==> src/rtl/gpio_port_bank_pkg.sv <==
// Shared defaults and helpers for the GPIO port bank: parameter defaults,
// select-width calculation and the flat pin-bus slice offset.
package gpio_port_bank_pkg;

    localparam int DEF_NUM_PORTS   = 3;
    localparam int DEF_PORT_WIDTH  = 8;
    localparam int DEF_SYNC_STAGES = 2;

    // Port p occupies bits [port_lo(p,w) +: w] of pinIn / pinOut / pinOe.
    function automatic int port_lo(input int p, input int w);
        return p * w;
    endfunction

    function automatic int sel_width(input int n);
        return (n > 1) ? $clog2(n) : 1;
    endfunction

endpackage

==> src/rtl/gpio_port_slice.sv <==
// One GPIO port: output latch, TRIS, IOC mask, input synchroniser,
// change snapshot and the sticky interrupt-on-change flag.
module gpio_port_slice
    import gpio_port_bank_pkg::*;
#(
    parameter int PORT_WIDTH  = DEF_PORT_WIDTH,
    parameter int SYNC_STAGES = DEF_SYNC_STAGES
) (
    input  logic                  clk,
    input  logic                  rst,
    input  logic                  i_sel,
    input  logic [PORT_WIDTH-1:0] i_wr_data,
    input  logic                  i_data_we,
    input  logic                  i_tris_we,
    input  logic                  i_mask_we,
    input  logic                  i_ioc_clr,
    input  logic [PORT_WIDTH-1:0] i_pin,
    output logic [PORT_WIDTH-1:0] o_pin_out,
    output logic [PORT_WIDTH-1:0] o_pin_oe,
    output logic [PORT_WIDTH-1:0] o_sync,
    output logic                  o_ioc_flag
);

    logic [PORT_WIDTH-1:0]                  r_data;
    logic [PORT_WIDTH-1:0]                  r_tris;
    logic [PORT_WIDTH-1:0]                  r_mask;
    logic [SYNC_STAGES-1:0][PORT_WIDTH-1:0] r_sync;
    logic [PORT_WIDTH-1:0]                  r_snap;
    logic                                   r_flag;
    logic [PORT_WIDTH-1:0]                  w_sync;
    logic [PORT_WIDTH-1:0]                  w_change;

    assign w_sync   = r_sync[SYNC_STAGES-1];
    // Output-mode bits (TRIS = 0) are masked off so driven pads never flag.
    assign w_change = (w_sync ^ r_snap) & r_mask & r_tris;

    // NOTE: sequential state uses non-blocking assignments so every register
    // samples the pre-edge values, regardless of statement order.
    always_ff @(posedge clk or posedge rst) begin
        if (rst) begin
            r_data <= '0;
            r_tris <= '1;
            r_mask <= '0;
            r_snap <= '0;
            r_flag <= 1'b0;
            r_sync <= '0;
        end else begin
            if (i_sel && i_data_we) r_data <= i_wr_data;
            if (i_sel && i_tris_we) r_tris <= i_wr_data;
            if (i_sel && i_mask_we) r_mask <= i_wr_data;

            r_sync[0] <= i_pin;
            for (int s = 1; s < SYNC_STAGES; s++) begin
                r_sync[s] <= r_sync[s-1];
            end
            r_snap <= w_sync;

            // A new change beats a coincident clear.
            if (|w_change) begin
                r_flag <= 1'b1;
            end else if (i_sel && i_ioc_clr) begin
                r_flag <= 1'b0;
            end
        end
    end

    assign o_pin_out  = r_data;
    assign o_pin_oe   = ~r_tris;
    assign o_sync     = w_sync;
    assign o_ioc_flag = r_flag;

endmodule

==> src/rtl/gpio_port_bank.sv <==
// GPIO port bank top: decodes portSel, muxes the synchronised read data and
// ORs the per-port change flags; all state lives in gpio_port_slice.
module gpio_port_bank
    import gpio_port_bank_pkg::*;
#(
    parameter int NUM_PORTS   = DEF_NUM_PORTS,
    parameter int PORT_WIDTH  = DEF_PORT_WIDTH,
    parameter int SYNC_STAGES = DEF_SYNC_STAGES,
    localparam int SEL_W      = sel_width(NUM_PORTS)
) (
    input  logic                            clk,
    input  logic                            rst,
    input  logic [SEL_W-1:0]                portSel,
    input  logic [PORT_WIDTH-1:0]           wrData,
    input  logic                            dataWe,
    input  logic                            trisWe,
    input  logic                            iocMaskWe,
    input  logic                            iocClr,
    input  logic [NUM_PORTS*PORT_WIDTH-1:0] pinIn,
    output logic [NUM_PORTS*PORT_WIDTH-1:0] pinOut,
    output logic [NUM_PORTS*PORT_WIDTH-1:0] pinOe,
    output logic [PORT_WIDTH-1:0]           rdData,
    output logic [NUM_PORTS-1:0]            iocFlag,
    output logic                            iocAny
);

    logic [NUM_PORTS-1:0]                 w_sel;
    logic [NUM_PORTS-1:0][PORT_WIDTH-1:0] w_sync;

    // An out-of-range portSel matches no slice, so it writes nothing and reads 0.
    for (genvar p = 0; p < NUM_PORTS; p++) begin : g_port
        assign w_sel[p] = (int'(portSel) == p);

        gpio_port_slice #(
            .PORT_WIDTH (PORT_WIDTH),
            .SYNC_STAGES(SYNC_STAGES)
        ) u_slice (
            .clk       (clk),
            .rst       (rst),
            .i_sel     (w_sel[p]),
            .i_wr_data (wrData),
            .i_data_we (dataWe),
            .i_tris_we (trisWe),
            .i_mask_we (iocMaskWe),
            .i_ioc_clr (iocClr),
            .i_pin     (pinIn [port_lo(p, PORT_WIDTH) +: PORT_WIDTH]),
            .o_pin_out (pinOut[port_lo(p, PORT_WIDTH) +: PORT_WIDTH]),
            .o_pin_oe  (pinOe [port_lo(p, PORT_WIDTH) +: PORT_WIDTH]),
            .o_sync    (w_sync[p]),
            .o_ioc_flag(iocFlag[p])
        );
    end

    // NOTE: the default assignment first keeps this combinational mux latch-free.
    always_comb begin
        rdData = '0;
        for (int p = 0; p < NUM_PORTS; p++) begin
            if (w_sel[p]) rdData = w_sync[p];
        end
    end

    assign iocAny = |iocFlag;

endmodule

==> config.mk <==
export PLATFORM = sky130hd
export DESIGN_NAME = gpio_port_bank
export DESIGN_NICKNAME = d
export VERILOG_FILES = /design/src/rtl/gpio_port_bank_pkg.sv /design/src/rtl/gpio_port_slice.sv /design/src/rtl/gpio_port_bank.sv
export SDC_FILE = /design/constraint.sdc
export NUM_CORES = 1
export LEC_CHECK = 0
export ABC_AREA = 0
export CAP_MARGIN = 20
export CORE_ASPECT_RATIO = 1.75
export CORE_MARGIN = 2
export CORE_UTILIZATION = 31
export CTS_BUF_LIST = sky130_fd_sc_hd__clkbuf_2
export DETAILED_ROUTE_END_ITERATION = 10
export GPL_TIMING_DRIVEN = 0
export PLACE_DENSITY = 0.51
export SYNTH_ARGS = -nofsm -noshare
export SYNTH_HDL_FRONTEND = slang
export SYNTH_SLANG_ARGS = --single-unit
==> constraint.sdc <==
create_clock -name clk -period 8.9 [get_ports clk]
set_input_delay 1.78 -clock clk [delete_from_list [all_inputs] [get_ports clk]]
set_output_delay 1.78 -clock clk [all_outputs]
set_load 0.1 [all_outputs]
==> results_dict.tcl <==
set metrics [dict create \
    finalSetupViolations 0 \
    die-area_mm2 0.0183 \
    root_buffer "clkbuf_2" \
    vias 3031 \
    initial_utilization_pct 31.6 \
    setup_tns_ns 0 \
    holdPathStages 0 \
    power_density_mw_per_mm2 262 \
    fp.dieH_um 178 \
    power_leakage_nw 2.94 \
    syn_to_final_growth_pct 29.1 \
    critPathMostFrequentCell "clkdlybuf4s50_1" \
    fin_nets 509 \
    relSlewSlack_pct 32.9 \
    wire_per_inst_um 16.4 \
    min_period_ns 6.09 \
    clkTransAtPathRegs_ns 0.21 \
    worstPathMaxFanout 10 \
    critPathSlowestCell "clkdlybuf4s50_1" \
    fin_skew_ns 0.0251 \
    min-delay-start "g_port[0].u_slice.r_sync[5]" \
    dp_hpwl_um 8520 \
    grt_usage_pct 13.9 \
    htreeDepth 4 \
    cts_resized 0 \
    syn_area_per_cell_um2 15.2 \
    rows 63 \
    reg2regPathDepth 3 \
    fmax_ghz 0.164 \
    cts_made_buffers 17 \
    path_cells "clkdlybuf4s50_1, buf_2, mux2i_1, o21ai_0, clkdlybuf4s50_1" \
    yosysSeqAreaShare_pct 69.5 \
    drv_cap 0 \
    drive_gt1_share_pct 28.0 \
    grt_pass1_vias 3254 \
    ys_ff_latch 147 \
    post-cts-setup-buffer-count 0 \
    synth_nets 390 \
    vdd_ir_drop_max_v 0.0000835 \
    overflow 0 \
    drt-vias-per-instance 4.27 \
    drt_iter0_markers 88 \
    drtAntennaViolNets 0 \
    r2r_start "g_port[0].u_slice.o_sync[1]" \
    endpoint_kind "primary output" \
    reg2reg_setup_slack_ns 7.30 \
    synth_cells 350 \
    wirelength_um 11600 \
    whs_endpoint "g_port[0].u_slice.o_sync[5]" \
    critPathRequiredTime_ns 7.12 \
    worstPathArrival_ns 4.31 \
    worst_pin_slew_ns 1.00 \
    cts_hold_buf 0 \
    crit_buf_inv 3 \
    rsz0062_at_grt "false" \
    cts_tree "done" \
    hold_viol_final 0 \
    reg2reg_to "g_port[0].u_slice.o_ioc_flag" \
    hold_slack_ns 0.343 \
    synth_top_flop_cell "dfrtp_1" \
    hp-class "reg -> reg" \
    startpoint_type "input port" \
    die_w_um 103 \
    dr.pass1.iters 4 \
    status "finished, final reports clean" \
    synth_edf_count 0 \
    crit_path_max_incr_delay_ns 1.17 \
    critical_path.top_delay_family "buffers and inverters" \
    async_flop_share_pct 100 \
    drc 0 \
    ys_warn_count 0 \
    io_buffers 99 \
    clkLatencyLatePin_ns 0.67 \
    grt_pass1_wl_um 18300 \
    ios 100 \
    synth.distinct_cells 23 \
    slew_viol_final 0 \
    worstSetupPathDepth 5 \
    grt_antenna_before_repair 1 \
    core_mm2 0.0169 \
    clock_sinks 147 \
    cts_buffer_depth 2 \
    post-route-period-util_pct 68.4 \
    place_congestion 0.801 \
    critical_path_class "in -> out" \
    grt_max_degree 102 \
    synth_area_mm2 0.00533 \
]
sequential cells by signal, indices dropped and copies added, names as in the netlist:
| register | cells |
|---|---|
| g_port.u_slice.o_ioc_flag | 3 |
| g_port.u_slice.o_pin_out | 24 |
| g_port.u_slice.o_sync | 24 |
| g_port.u_slice.r_mask | 24 |
| g_port.u_slice.r_snap | 24 |
| g_port.u_slice.r_sync | 24 |
| g_port.u_slice.r_tris | 24 |
cell usage in the layout (no fill, tap or decap), drive strengths merged, types with 2 or more instances in the layout:
cell / instances
and2: 15
inv: 25
buf: 9
mux2: 72
nand2: 20
mux2i: 8
xnor2: 6
clkinv: 6
nand4: 2
xor2: 18
a222oi: 3
dfstp: 24
nand3b: 2
nor2b: 2
a32oi: 6
o22ai: 3
clkbuf: 21
dfrtp: 123
o21ai: 8
clkinvlp: 3
bufinv: 3
clkdlybuf4s50: 99
stage by stage:
| step | setup slack [ns] | util, % | std cells | instance area, um2 | power [mW] |
|---|---|---|---|---|---|
| floorplan | 2.91 | - | 350 | 5330 | 1.27 |
| global placement | 1.36 | 39.2 | 676 | 6610 | 1.43 |
| detailed placement | 2.80 | 39.4 | 677 | 6640 | 1.44 |
| CTS | 2.78 | 40.8 | 709 | 6880 | 1.83 |
| global route | 2.66 | 40.8 | 710 | 6890 | 1.89 |
| finish | 2.81 | 40.8 | 710 | 6890 | 1.80 |
worst max-delay path by stage:
| stage | endpoint | from | slack, ns |
|---|---|---|---|
| 2_1_floorplan | rdData[0] | portSel[1] | 2.91 |
| 3_3_place_gp | g_port[0].u_slice.r_sync[2] | rst | 1.36 |
| 3_5_place_dp | rdData[0] | portSel[1] | 2.80 |
| 4_1_cts | rdData[0] | portSel[1] | 2.78 |
| 5_1_grt | rdData[0] | portSel[1] | 2.66 |
| 6_report | rdData[7] | portSel[1] | 2.81 |
cell usage after synthesis (2+ instances only):
library cell / number / area (um2)
mux2_2: 72 / 811
nand3b_1: 2 / 15.0
inv_1: 25 / 93.8
mux2i_1: 8 / 80.1
xnor2_1: 6 / 52.6
dfrtp_1: 123 / 3080
a222oi_1: 3 / 30.0
o21ai_0: 8 / 40.0
a32oi_1: 6 / 52.6
dfstp_2: 24 / 631
xor2_1: 18 / 158
o22ai_1: 3 / 18.8
and2_1: 15 / 93.8
buf_2: 5 / 25.0
nand4_1: 2 / 12.5
buf_4: 3 / 22.5
nand2_1: 20 / 75.1
nor2b_1: 2 / 12.5
where the power goes:
| part | switching (mW) | leakage [nW] | internal (mW) |
|---|---|---|---|
| combinational | 0.438 | 1.11 | 0.166 |
| sequential | 0.0493 | 1.69 | 0.763 |
| clock | 0.228 | 0.143 | 0.156 |
| total | 0.716 | 2.94 | 1.09 |
layout make-up:
class,count,area (um2)
Buffer,9,51.3
Clock inverter,12,143
Antenna cell,1,2.50
Fill cell,1699,9980
Timing Repair Buffer,100,1020
Clock buffer,20,100
Inverter,25,98.8
Sequential cell,147,3710
Tap cell,227,284
Multi-Input combinational cell,169,1480
kinds of logic (layout without fill, tap and decap cells):
group | after synthesis | count (layout) | synth area share, %
AOI/OAI and AO/OA | 20 | 20 | 2.65
xor gates and xnor gates | 24 | 24 | 3.94
buffers and inverters | 34 | 166 | 2.72
DFF | 147 | 147 | 69.5
muxes | 80 | 80 | 16.7
other | 0 | 1 | 0
and+or+nand+nor | 45 | 45 | 4.46
per-layer routing:
layer / part of all wire, % / wire (um) / GRT usage (%) / vias to the layer above
met5: 0 / 0 / 0 / -
met4: 3.0 / 354 / 6.85 / 0
met3: 4.0 / 471 / 3.43 / 19
met2: 53 / 6140 / 23.1 / 89
met1: 40 / 4680 / 16.6 / 1511
li1: - / - / - / 1412
No activity file was read; power rests on OpenSTA's default activity.
